**src/rtl/reg_bank_pkg.sv**
```systemverilog
// Shared constants and helpers for the register bank and its read ports.
package reg_bank_pkg;

    localparam int unsigned DEFAULT_WIDTH = 16;
    localparam int unsigned DEFAULT_DEPTH = 8;

    function automatic int unsigned addr_width(input int unsigned depth);
        return $clog2(depth);
    endfunction

endpackage

```
**src/rtl/reg_bank_rdport.sv**
```systemverilog
// One registered read port: one-cycle latency, write-through bypass, clr reads as zero.
module reg_bank_rdport
    import reg_bank_pkg::*;
#(
    parameter int unsigned WIDTH = DEFAULT_WIDTH,
    parameter int unsigned DEPTH = DEFAULT_DEPTH,
    localparam int unsigned AW = addr_width(DEPTH)
) (
    input  logic             clk,
    input  logic             reset,
    input  logic             clr,
    input  logic             re,
    input  logic [AW-1:0]    raddr,
    input  logic [WIDTH-1:0] regs [DEPTH],
    input  logic             wr_en,
    input  logic [AW-1:0]    waddr,
    input  logic [WIDTH-1:0] wdata,
    output logic [WIDTH-1:0] rdata,
    output logic             rvalid
);

    logic [WIDTH-1:0] rdata_d, rdata_q;
    logic             rvalid_d, rvalid_q;

    // wr_en is already qualified by clr and the hardwired-zero register.
    always_comb begin
        rdata_d  = rdata_q;
        rvalid_d = re;
        if (re) begin
            if (clr) begin
                rdata_d = '0;
            end else if (wr_en && (waddr == raddr)) begin
                rdata_d = wdata;
            end else begin
                rdata_d = regs[raddr];
            end
        end
    end

    always_ff @(posedge clk) begin
        if (reset) begin
            rdata_q  <= '0;
            rvalid_q <= 1'b0;
        end else begin
            rdata_q  <= rdata_d;
            rvalid_q <= rvalid_d;
        end
    end

    assign rdata  = rdata_q;
    assign rvalid = rvalid_q;

endmodule

```
**src/rtl/reg_bank.sv**
```systemverilog
// Flip-flop register bank: one write port, two registered read ports, bulk clear, written mask.
module reg_bank
    import reg_bank_pkg::*;
#(
    parameter int unsigned WIDTH   = DEFAULT_WIDTH,
    parameter int unsigned DEPTH   = DEFAULT_DEPTH,
    parameter int unsigned ZERO_R0 = 1,
    localparam int unsigned AW     = addr_width(DEPTH)
) (
    input  logic             clk,
    input  logic             reset,
    input  logic             clr,
    input  logic             we,
    input  logic [AW-1:0]    waddr,
    input  logic [WIDTH-1:0] wdata,
    input  logic             re_a,
    input  logic [AW-1:0]    raddr_a,
    input  logic             re_b,
    input  logic [AW-1:0]    raddr_b,
    output logic [WIDTH-1:0] rdata_a,
    output logic [WIDTH-1:0] rdata_b,
    output logic             rvalid_a,
    output logic             rvalid_b,
    output logic [DEPTH-1:0] written
);

    logic [WIDTH-1:0] regs_d [DEPTH];
    logic [WIDTH-1:0] regs_q [DEPTH];
    logic [DEPTH-1:0] written_d, written_q;
    logic             wr_en;

    // A write is effective only when not cleared and not aimed at a hardwired-zero r0.
    assign wr_en = we && !clr && !((ZERO_R0 != 0) && (waddr == '0));

    always_comb begin
        regs_d    = regs_q;
        written_d = written_q;
        if (clr) begin
            regs_d    = '{default: '0};
            written_d = '0;
        end else if (wr_en) begin
            regs_d[waddr]    = wdata;
            written_d[waddr] = 1'b1;
        end
    end

    always_ff @(posedge clk) begin
        if (reset) begin
            regs_q    <= '{default: '0};
            written_q <= '0;
        end else begin
            regs_q    <= regs_d;
            written_q <= written_d;
        end
    end

    assign written = written_q;

    reg_bank_rdport #(
        .WIDTH(WIDTH),
        .DEPTH(DEPTH)
    ) u_rdport_a (
        .clk   (clk),
        .reset (reset),
        .clr   (clr),
        .re    (re_a),
        .raddr (raddr_a),
        .regs  (regs_q),
        .wr_en (wr_en),
        .waddr (waddr),
        .wdata (wdata),
        .rdata (rdata_a),
        .rvalid(rvalid_a)
    );

    reg_bank_rdport #(
        .WIDTH(WIDTH),
        .DEPTH(DEPTH)
    ) u_rdport_b (
        .clk   (clk),
        .reset (reset),
        .clr   (clr),
        .re    (re_b),
        .raddr (raddr_b),
        .regs  (regs_q),
        .wr_en (wr_en),
        .waddr (waddr),
        .wdata (wdata),
        .rdata (rdata_b),
        .rvalid(rvalid_b)
    );

endmodule

```
**config.mk**
```make
export PLATFORM = sky130hd
export DESIGN_NAME = reg_bank
export DESIGN_NICKNAME = d
export VERILOG_FILES = /design/src/rtl/reg_bank_pkg.sv /design/src/rtl/reg_bank_rdport.sv /design/src/rtl/reg_bank.sv
export SDC_FILE = /design/constraint.sdc
export NUM_CORES = 1
export LEC_CHECK = 0
export CELL_PAD_IN_SITES_DETAIL_PLACEMENT = 2
export CELL_PAD_IN_SITES_GLOBAL_PLACEMENT = 2
export CORE_ASPECT_RATIO = 0.9
export CORE_MARGIN = 1.5
export CORE_UTILIZATION = 42
export CTS_CLUSTER_SIZE = 28
export DETAILED_ROUTE_END_ITERATION = 6
export PLACE_DENSITY = 0.85
export SLEW_MARGIN = 15
export SYNTH_ARGS = -nofsm -noshare
export SYNTH_HDL_FRONTEND = slang
export SYNTH_HIERARCHICAL = 1
export SYNTH_SLANG_ARGS = --single-unit
export TNS_END_PERCENT = 10
```
**constraint.sdc**
```tcl
create_clock -name clk -period 4.5 [get_ports clk]
set_input_delay 0.675 -clock clk [delete_from_list [all_inputs] [get_ports clk]]
set_output_delay 0.675 -clock clk [all_outputs]
set_load 0.05 [all_outputs]
```
* Word-level counts from Yosys, hierarchy flattened
Cells that the tools add are included.
W data, S select, Z words.
** Operators by class
- Reductions and logical operators :: 10
- Bitwise gates (word level) :: 4
- Equal/unequal tests :: 2
- Magnitude comparators :: 6
- Mux-type cells :: 15
** Operator list (count)
- $mux W16 :: 9
- $bwmux W128 :: 1
- $bmux W16 S3 :: 2
- $demux W16 S3 :: 1
- $ge A4 B4 Y1 const B :: 3
- $not A3 Y4 :: 3
- $or A8 B8 Y8 :: 1
- $eq A3 B3 Y1 :: 2
- $logic_and A1 B1 Y1 :: 6
- $lt A3 B4 Y1 const B :: 1
- $lt A4 B1 Y1 const B :: 1
- $demux W1 S3 :: 1
- $ge A3 B1 Y1 const B :: 1
- $logic_not A3 Y1 :: 1
- $logic_not A1 Y1 :: 2
- $reduce_or A2 Y1 :: 1
- $mux W1 :: 1
** Word-level totals
- Flip-flop bits (word level) :: 170
- Output and inout port bits :: 42

* Depth between registers and ports, before layout
Gate-level depths: netlist of run 1.
- Word-level depth :: 6
- Mapped depth :: 8

* By module
The synthesis of run 1 kept the hierarchy.
** By module, submodules not included
- reg_bank :: cells each 449, area each 4742.0 sq um, times used 1
- reg_bank_rdport :: cells each 121, area each 1680.4 sq um, times used 2

* Least setup slack after synthesis of run 1
No wires, ideal clock.
- Path type :: input to register
- Start :: in waddr[2]
- End :: reg u_rdport_a.rdata_q[0], in the netlist u_rdport_a/rdata[0]
- Library setup time :: 0.122 ns
- Data arrival time :: 2.390 ns
- Slack :: 1.988 ns
- Stages on the path :: 7
- Cells stage by stage :: nor3_1 > nor3b_1 > inv_6 > o41ai_4 > buf_6 > nor2_1 > a221o_1
** On the way
- Cells in the longest elaborated chain, start to end :: 6
- Elaborated cells on any way between the ends :: 7
** RTL lines
- start, declared :: RTL line reg_bank.sv:14 : input logic [AW-1:0] waddr,
- $logic_not A3 Y1 :: RTL line reg_bank.sv:33 : assign wr_en = we && !clr && !((ZERO_R0 != 0) && (waddr == '0));
- $logic_not A1 Y1 :: RTL line reg_bank.sv:33
- $logic_and A1 B1 Y1 :: RTL line reg_bank.sv:33
- via wr_en :: RTL line reg_bank.sv:30 : logic wr_en;
- $logic_and A1 B1 Y1 :: RTL line reg_bank_rdport.sv:32 : end else if (wr_en && (waddr == raddr)) begin
- $mux W16 :: RTL line reg_bank_rdport.sv:32
- $mux W16 :: RTL line reg_bank_rdport.sv:30 : if (clr) begin
- end signal, assigned :: RTL line reg_bank_rdport.sv:45 : rdata_q <= rdata_d;
- end, declared :: RTL line reg_bank_rdport.sv:22 : logic [WIDTH-1:0] rdata_d, rdata_q;
The timed path passes the listed nets, and every way through them passes these cells.
A chain may end at the register's enable or synchronous reset.

* Worst setup path after layout of run 1
- Start :: in waddr[2]
- End :: reg u_rdport_b.rdata_q[8], in the netlist u_rdport_b/rdata[8]
** On the way
- Cells in the longest elaborated chain, start to end :: 6
- Elaborated cells on any way between the ends :: 7
** RTL lines (RTL line)
- $logic_not A3 Y1 :: reg_bank.sv:33
- $logic_not A1 Y1 :: reg_bank.sv:33
- $logic_and A1 B1 Y1 :: reg_bank.sv:33
- via wr_en :: reg_bank.sv:30
- $logic_and A1 B1 Y1 :: reg_bank_rdport.sv:32
- $mux W16 :: reg_bank_rdport.sv:32
- $mux W16 :: reg_bank_rdport.sv:30
- end signal, assigned :: reg_bank_rdport.sv:45
- end, declared :: reg_bank_rdport.sv:22
The timed path passes the listed nets, and every way through them passes these cells.

==> flow_summary.toml, run 1 <==
[finish]
final_cell_mix = "170 x dfxtp_1, 144 x mux2i_1, 128 x nand2_1, 70 x clkdlybuf4s50_1, 60 x mux4_2"
n_fill_cell = 1774
area_growth_pct = 17.02
nets = 772
final_common_cell = "dfxtp_1"
diodes = 0
seq_area_um2 = 3403
multiInputGateArea_um2 = 4314
drive_above_1_share_pct = 17.00

[floorplan]
dieArea_um2 = 20140
rows = 47
die_w_um = 149.4
initial_core_util_pct = 43.47
coreArea_um2 = 18640
boundaryPins = 73
die_y_um = 134.8

[critical_path]
critPathLaunch = "waddr[2]"
crit_slowest_cell = "and2_1"
crit_type = "in -> reg"
cp_top_family = "simple AND/OR/NAND/NOR gates"
reg2reg_from = "regs_q[71]$_SDFFE_PP0P_"
crit_chain = "clkdlybuf4s50_1, nor3_1, nor3b_1, buf_4, inv_6, nor4_1, and2_1, a221o_1"
cp.required_ns = 4.88
startpoint_type = "input port"
reg2reg_to = "u_rdport_b/rdata[7]$_SDFFE_PP0P_"
rrSetupSlack_ns = 2.83
crit_fanout = 16
arrival_ns = 3.51
endpoint_kind = "flop"
timing.critical_path.buf_inv = 3
cpPeakStageDelay_ns = 0.85
rr_worst_depth = 4
crit_end = "u_rdport_b/rdata[8]$_SDFFE_PP0P_"
crit_cells = 8

[placed_design]
place_congestion = 0.7395
numPortBuffers = 72
place.detailed.hpwl_um = 16300

[clock_network]
cts_setup_buffers = 0
cts_tree = "yes"
ctsHoldBuffers = 0
cts_num_sinks = 170
htreeDepth = 4
cts-root-buf = "clkbuf_16"
max-clock-path-buffers = 2
clk_latency_ns = 0.44
ctsResizeCount = 0
clkTransAtPathRegs_ns = 0.07
numCtsBuffers = 17

[sta]
final.setup.tns_ns = 0
skew_ns = 0.01207
maxSlewViolCount = 0
finalCriticalPeriod_ns = 3.134
fin_crit_sh_pct = 69.65
fmax_mhz = 319.1
finalHoldViolations = 0
rsz0062_at_grt = "false"
holdWs_ns = 0.4623
worst_pin_slew_ns = 1.031
slew_headroom_pct = 31.27
setup_viol = 0

[yosys]
ys_ff_latch = 170
synth_top_flop_cell = "dfxtp_1"
ys_seq_area_share_pct = 42.00
yosys_warnings = 6
async_flop_share_pct = 0
synth_area_um2 = 8103
yosysUniqueCellTypes = 29
syn_nets = 722
netlist_instances = 691
avgSynthCellArea_um2 = 11.73
synth-edff-count = 0

[power_and_ir_drop]
ir_drop_mv = 0.2820
p_per_area_nw_per_um2 = 348.4
p_leak_nw = 3.931

[run]
drv_cap = 0

[drt]
drtIter0Drc = 363
viasPerCell = 6.029
route.final.wire_length_um = 28390
dr.pass1.iters = 5
num_vias = 6017
wl_per_cell_um = 28.45
drc = 0
antenna_left = 0

[grt]
grt_pass1_vias = 6996
grt_antenna_before_repair = 0
grt_pass1_wl_um = 43390
overflow = 0
grt_max_degree = 147
track_usage_pct = 29.55

[status]
status = "finished, final reports clean"

[min_path]
worstHoldStart = "written[0]$_SDFFE_PP0P_"
hold_class = "reg -> reg"
==> kinds of logic after synthesis <==
logic type | after synthesis | share of synthesized area (%)
AO/OA/AOI/OAI | 41 | 5.096
XOR/XNOR | 6 | 1.204
buffers and inverters | 60 | 5.034
flip-flops | 170 | 42.00
multiplexers | 208 | 35.76
AND/OR/NAND/NOR | 206 | 10.90
==> power breakdown <==
| group | switching (W) | leakage, nW | total, W | internal, W |
|---|---|---|---|---|
| Sequential | 0.00000582 | 1.37 | 0.00152 | 0.00151 |
| Clock | 0.000663 | 0.286 | 0.00154 | 0.000874 |
| Combinational | 0.000161 | 2.28 | 0.000249 | 0.0000885 |
==> worst reg2reg max path, stage by stage, from the launching register on <==
cell	delay (ns)
dfxtp_1	0.33
mux4_1	0.53
mux2i_1	0.30
nor2_1	0.12
a221o_1	0.28
==> routing by layer <==
metal	share of wire [%]	wire [um]	global-route usage (%)
met1	38	10830	34.51
met2	54	15280	52.94
met3	5.2	1486	5.473
met4	2.8	792	12.43
met5	0	0	0
==> stage by stage <==
| stage | area (um2) | util [%] | total power, W | instances | setup WS [ns] |
|---|---|---|---|---|---|
| 3_5_place_dp | 8885 | 47.66 | 0.001795 | 967 | 0.9536 |
| 2_1_floorplan | 8103 | - | 0.001705 | 691 | 1.988 |
| 6_report | 9482 | 50.86 | 0.003303 | 998 | 1.366 |
| 4_1_cts | 9482 | 50.86 | 0.003317 | 998 | 1.386 |
| 3_3_place_gp | 8885 | 47.66 | 0.001784 | 967 | 1.138 |
| 5_1_grt | 9482 | 50.86 | 0.003398 | 998 | 1.266 |
==> flip-flops by register name (all words and copies together) (netlist names) <==
signal	count
u_rdport_b/rdata	16
u_rdport_a/rvalid	1
u_rdport_a/rdata	16
u_rdport_b/rvalid	1
regs_q	128
written	8
==> final cells by class <==
class | instances | share of cell area, %
clock inverter | 14 | 1.808
timing repair buffer | 87 | 8.815
sequential | 170 | 35.89
clock buffer | 17 | 4.487
inverter | 4 | 0.2639
tap | 245 | 3.233
multi-input combinational | 461 | 45.50
==> cell usage after synthesis (4+ instances only) <==
library cell,count,area (um2)
a21oi_1,6,30.03
nor3b_1,4,30.03
a221o_1,32,320.3
nand2_2,4,25.02
nor2_1,39,146.4
buf_4,6,45.04
nand2_1,128,480.5
dfxtp_1,170,3403
xor2_2,6,97.59
and2_1,19,118.9
buf_6,17,191.4
mux2i_1,144,1441
mux4_2,60,1351
mux4_1,4,105.1
buf_2,18,90.09
clkbuf_1,13,48.80
==> worst min-delay path by stage <==
stage                                          end  depth (start not counted)
after global placement     written[7]$_SDFFE_PP0P_                          2
after detailed placement   written[0]$_SDFFE_PP0P_                          1
final                      written[0]$_SDFFE_PP0P_                          1
after CTS                  written[0]$_SDFFE_PP0P_                          1
after global routing       written[0]$_SDFFE_PP0P_                          1
after floorplan           regs_q[100]$_SDFFE_PP0P_                          2
Power figures use the tool's default switching activity.
==> run 2, diff against run 1 <==
--- a/config.mk
+++ b/config.mk
@@ -9,10 +9,10 @@
 export CELL_PAD_IN_SITES_GLOBAL_PLACEMENT = 2
 export CORE_ASPECT_RATIO = 0.9
 export CORE_MARGIN = 1.5
-export CORE_UTILIZATION = 42
+export CORE_UTILIZATION = 39
 export CTS_CLUSTER_SIZE = 28
 export DETAILED_ROUTE_END_ITERATION = 6
-export PLACE_DENSITY = 0.85
+export PLACE_DENSITY = 0.8
 export SLEW_MARGIN = 15
 export SYNTH_ARGS = -nofsm -noshare
 export SYNTH_HDL_FRONTEND = slang
==> constraint.sdc (replaced) <==
create_clock -name clk -period 3.3 [get_ports clk]
set_input_delay 0.495 -clock clk [delete_from_list [all_inputs] [get_ports clk]]
set_output_delay 0.495 -clock clk [all_outputs]
set_load 0.05 [all_outputs]
==> run 2 against run 1 <==
Compared with the run above: flip-flop and latch count unchanged; critical endpoint is now u_rdport_b/rdata[15]$_SDFFE_PP0P_; largest cell class unchanged; critical path depth increased by 1; worst hold slack got worse by 0.016 ns; register-to-register slack got worse by 1.1 ns; wire length decreased by 4.6%; first-iteration DRC count decreased by 28%; utilization decreased by 3.1 points; die area increased by 7.5%; sequential share of layout area decreased by 0.54 points; clock-buffer cell count increased by 4.
==> flow_summary.toml, run 2 (synthesis gave the netlist of run 1 again) <==
[finish]
largest_register_ffs = 128
final_common_cell = "dfxtp_1"
max_flop_register = "regs_q"
final_util_pct = 47.72
nets = 787
drive_above_1_share_pct = 18.15
area_growth_pct = 18.79
final_cell_mix = "170 x dfxtp_1, 144 x mux2i_1, 128 x nand2_1, 70 x clkdlybuf4s50_1, 60 x mux4_2"
diodes = 0

[power_and_ir_drop]
p_leak_nw = 4.019
p_per_area_nw_per_um2 = 461.6
ir_drop_mv = 0.2862
totalPowerFinal_w = 0.004443

[critical_path]
cp.required_ns = 3.63
crit_fanout = 16
rr_worst_depth = 4
endpoint_kind = "flop"
startpoint_type = "input port"
timing.critical_path.buf_inv = 4
arrival_ns = 2.81
crit_type = "in -> reg"
crit_cells = 9
cp_top_family = "buffers and inverters"
crit_chain = "clkdlybuf4s50_1, nor3_1, nor3b_1, buf_4, inv_6, o41ai_4, buf_4, nor2_1, a221o_1"
cpMostUsedCell = "buf_4"
cpPeakStageDelay_ns = 0.63
crit_slowest_cell = "clkdlybuf4s50_1"

[min_path]
hold_class = "reg -> reg"
hold_depth = 2

[sta]
finalCriticalPeriod_ns = 2.483
rsz0062_at_grt = "false"
slew_headroom_pct = 43.91
fin_crit_sh_pct = 75.23
worst_slack_ns = 0.8173
final.setup.tns_ns = 0
finalHoldViolations = 0
maxSlewViolCount = 0
setup_viol = 0
fmax_mhz = 402.8
worst_pin_slew_ns = 0.8383
holdWs_ns = 0.4466
skew_ns = 0.007740

[floorplan]
coreArea_um2 = 20170
rows = 49
initial_core_util_pct = 40.17
die_w_um = 154.9
dieArea_um2 = 21650
die_y_um = 139.7
boundaryPins = 73

[status]
status = "finished, final reports clean"

[drt]
viasPerCell = 5.787
num_vias = 5909
dr.pass1.iters = 4
route.final.wire_length_um = 27080
drtIter0Drc = 260
drc = 0
antenna_left = 0
wl_per_cell_um = 26.52

[clock_network]
cts-root-buf = "clkbuf_16"
cts_setup_buffers = 0
numCtsBuffers = 17
ctsHoldBuffers = 0
htreeDepth = 4
cts_num_sinks = 170
cts_tree = "yes"
ctsResizeCount = 0
max-clock-path-buffers = 2
clk_latency_ns = 0.44
clkTransAtPathRegs_ns = 0.06

[grt]
grt_pass1_wl_um = 41990
grt_max_degree = 45
track_usage_pct = 26.37
overflow = 0
grt_antenna_before_repair = 0
grt_pass1_vias = 7011

[run]
drv_cap = 0

[placed_design]
dp_slack_ns = 0.4084
place_congestion = 0.7318
place.detailed.hpwl_um = 16750
numPortBuffers = 72
==> run 2: cell count changes in the layout (fill, tap and decap cells not counted), sizes merged <==
cell / previous run / this run
buf: 17 / 32
bufinv: 3 / 2
clkbuf: 17 / 21
clkinv: 5 / 4
clkinvlp: 3 / 2
inv: 7 / 4
==> run 2: report_power, final <==
part	internal [W]	switching [W]	leakage, nW
combinational	0.000135	0.000219	2.37
sequential	0.00206	0.00000730	1.37
clock	0.00118	0.000844	0.282
total	0.00337	0.00107	4.02
==> run 2: metrics by stage <==
step	instance area, um2	std cells
after floorplan	8103	691
after global placement	9050	992
after detailed placement	9050	992
after CTS	9625	1021
after global routing	9625	1021
final	9625	1021
==> run 2: area by class of cell <==
type	instances	area (um2)
fillers	1967	10550
multi-input cells	461	4304
flip-flops and latches	170	3403
repair buffers	102	998.5
clock buffers	21	480.5
well taps	255	319.1
clock inverters	8	95.09
inverters	4	25.02
==> run 2: final timing paths <==
check                          start                           endpoint  slack [ns]
min          written[7]$_SDFFE_PP0P_            written[7]$_SDFFE_PP0P_        0.45
max reg2reg  regs_q[14]$_SDFFE_PP0P_  u_rdport_b/rdata[14]$_SDFFE_PP0P_        1.73
max                         waddr[0]  u_rdport_b/rdata[15]$_SDFFE_PP0P_        0.82
min reg2reg  written[7]$_SDFFE_PP0P_            written[7]$_SDFFE_PP0P_        0.45
==> run 2: worst register-to-register path, stage by stage (launching register included) <==
cell and delay (ns):
dfxtp_1 0.33, mux4_2 0.47, mux2i_1 0.32, nor2_1 0.08, a221o_1 0.26
==> run 2: layer usage <==
layer	global-route usage, %	vias to the layer above	routed length [um]
met5	0	-	0
met4	11.54	0	576
met3	4.267	32	975
met2	48.64	122	14860
met1	29.85	3118	10660
li1	-	2637	-
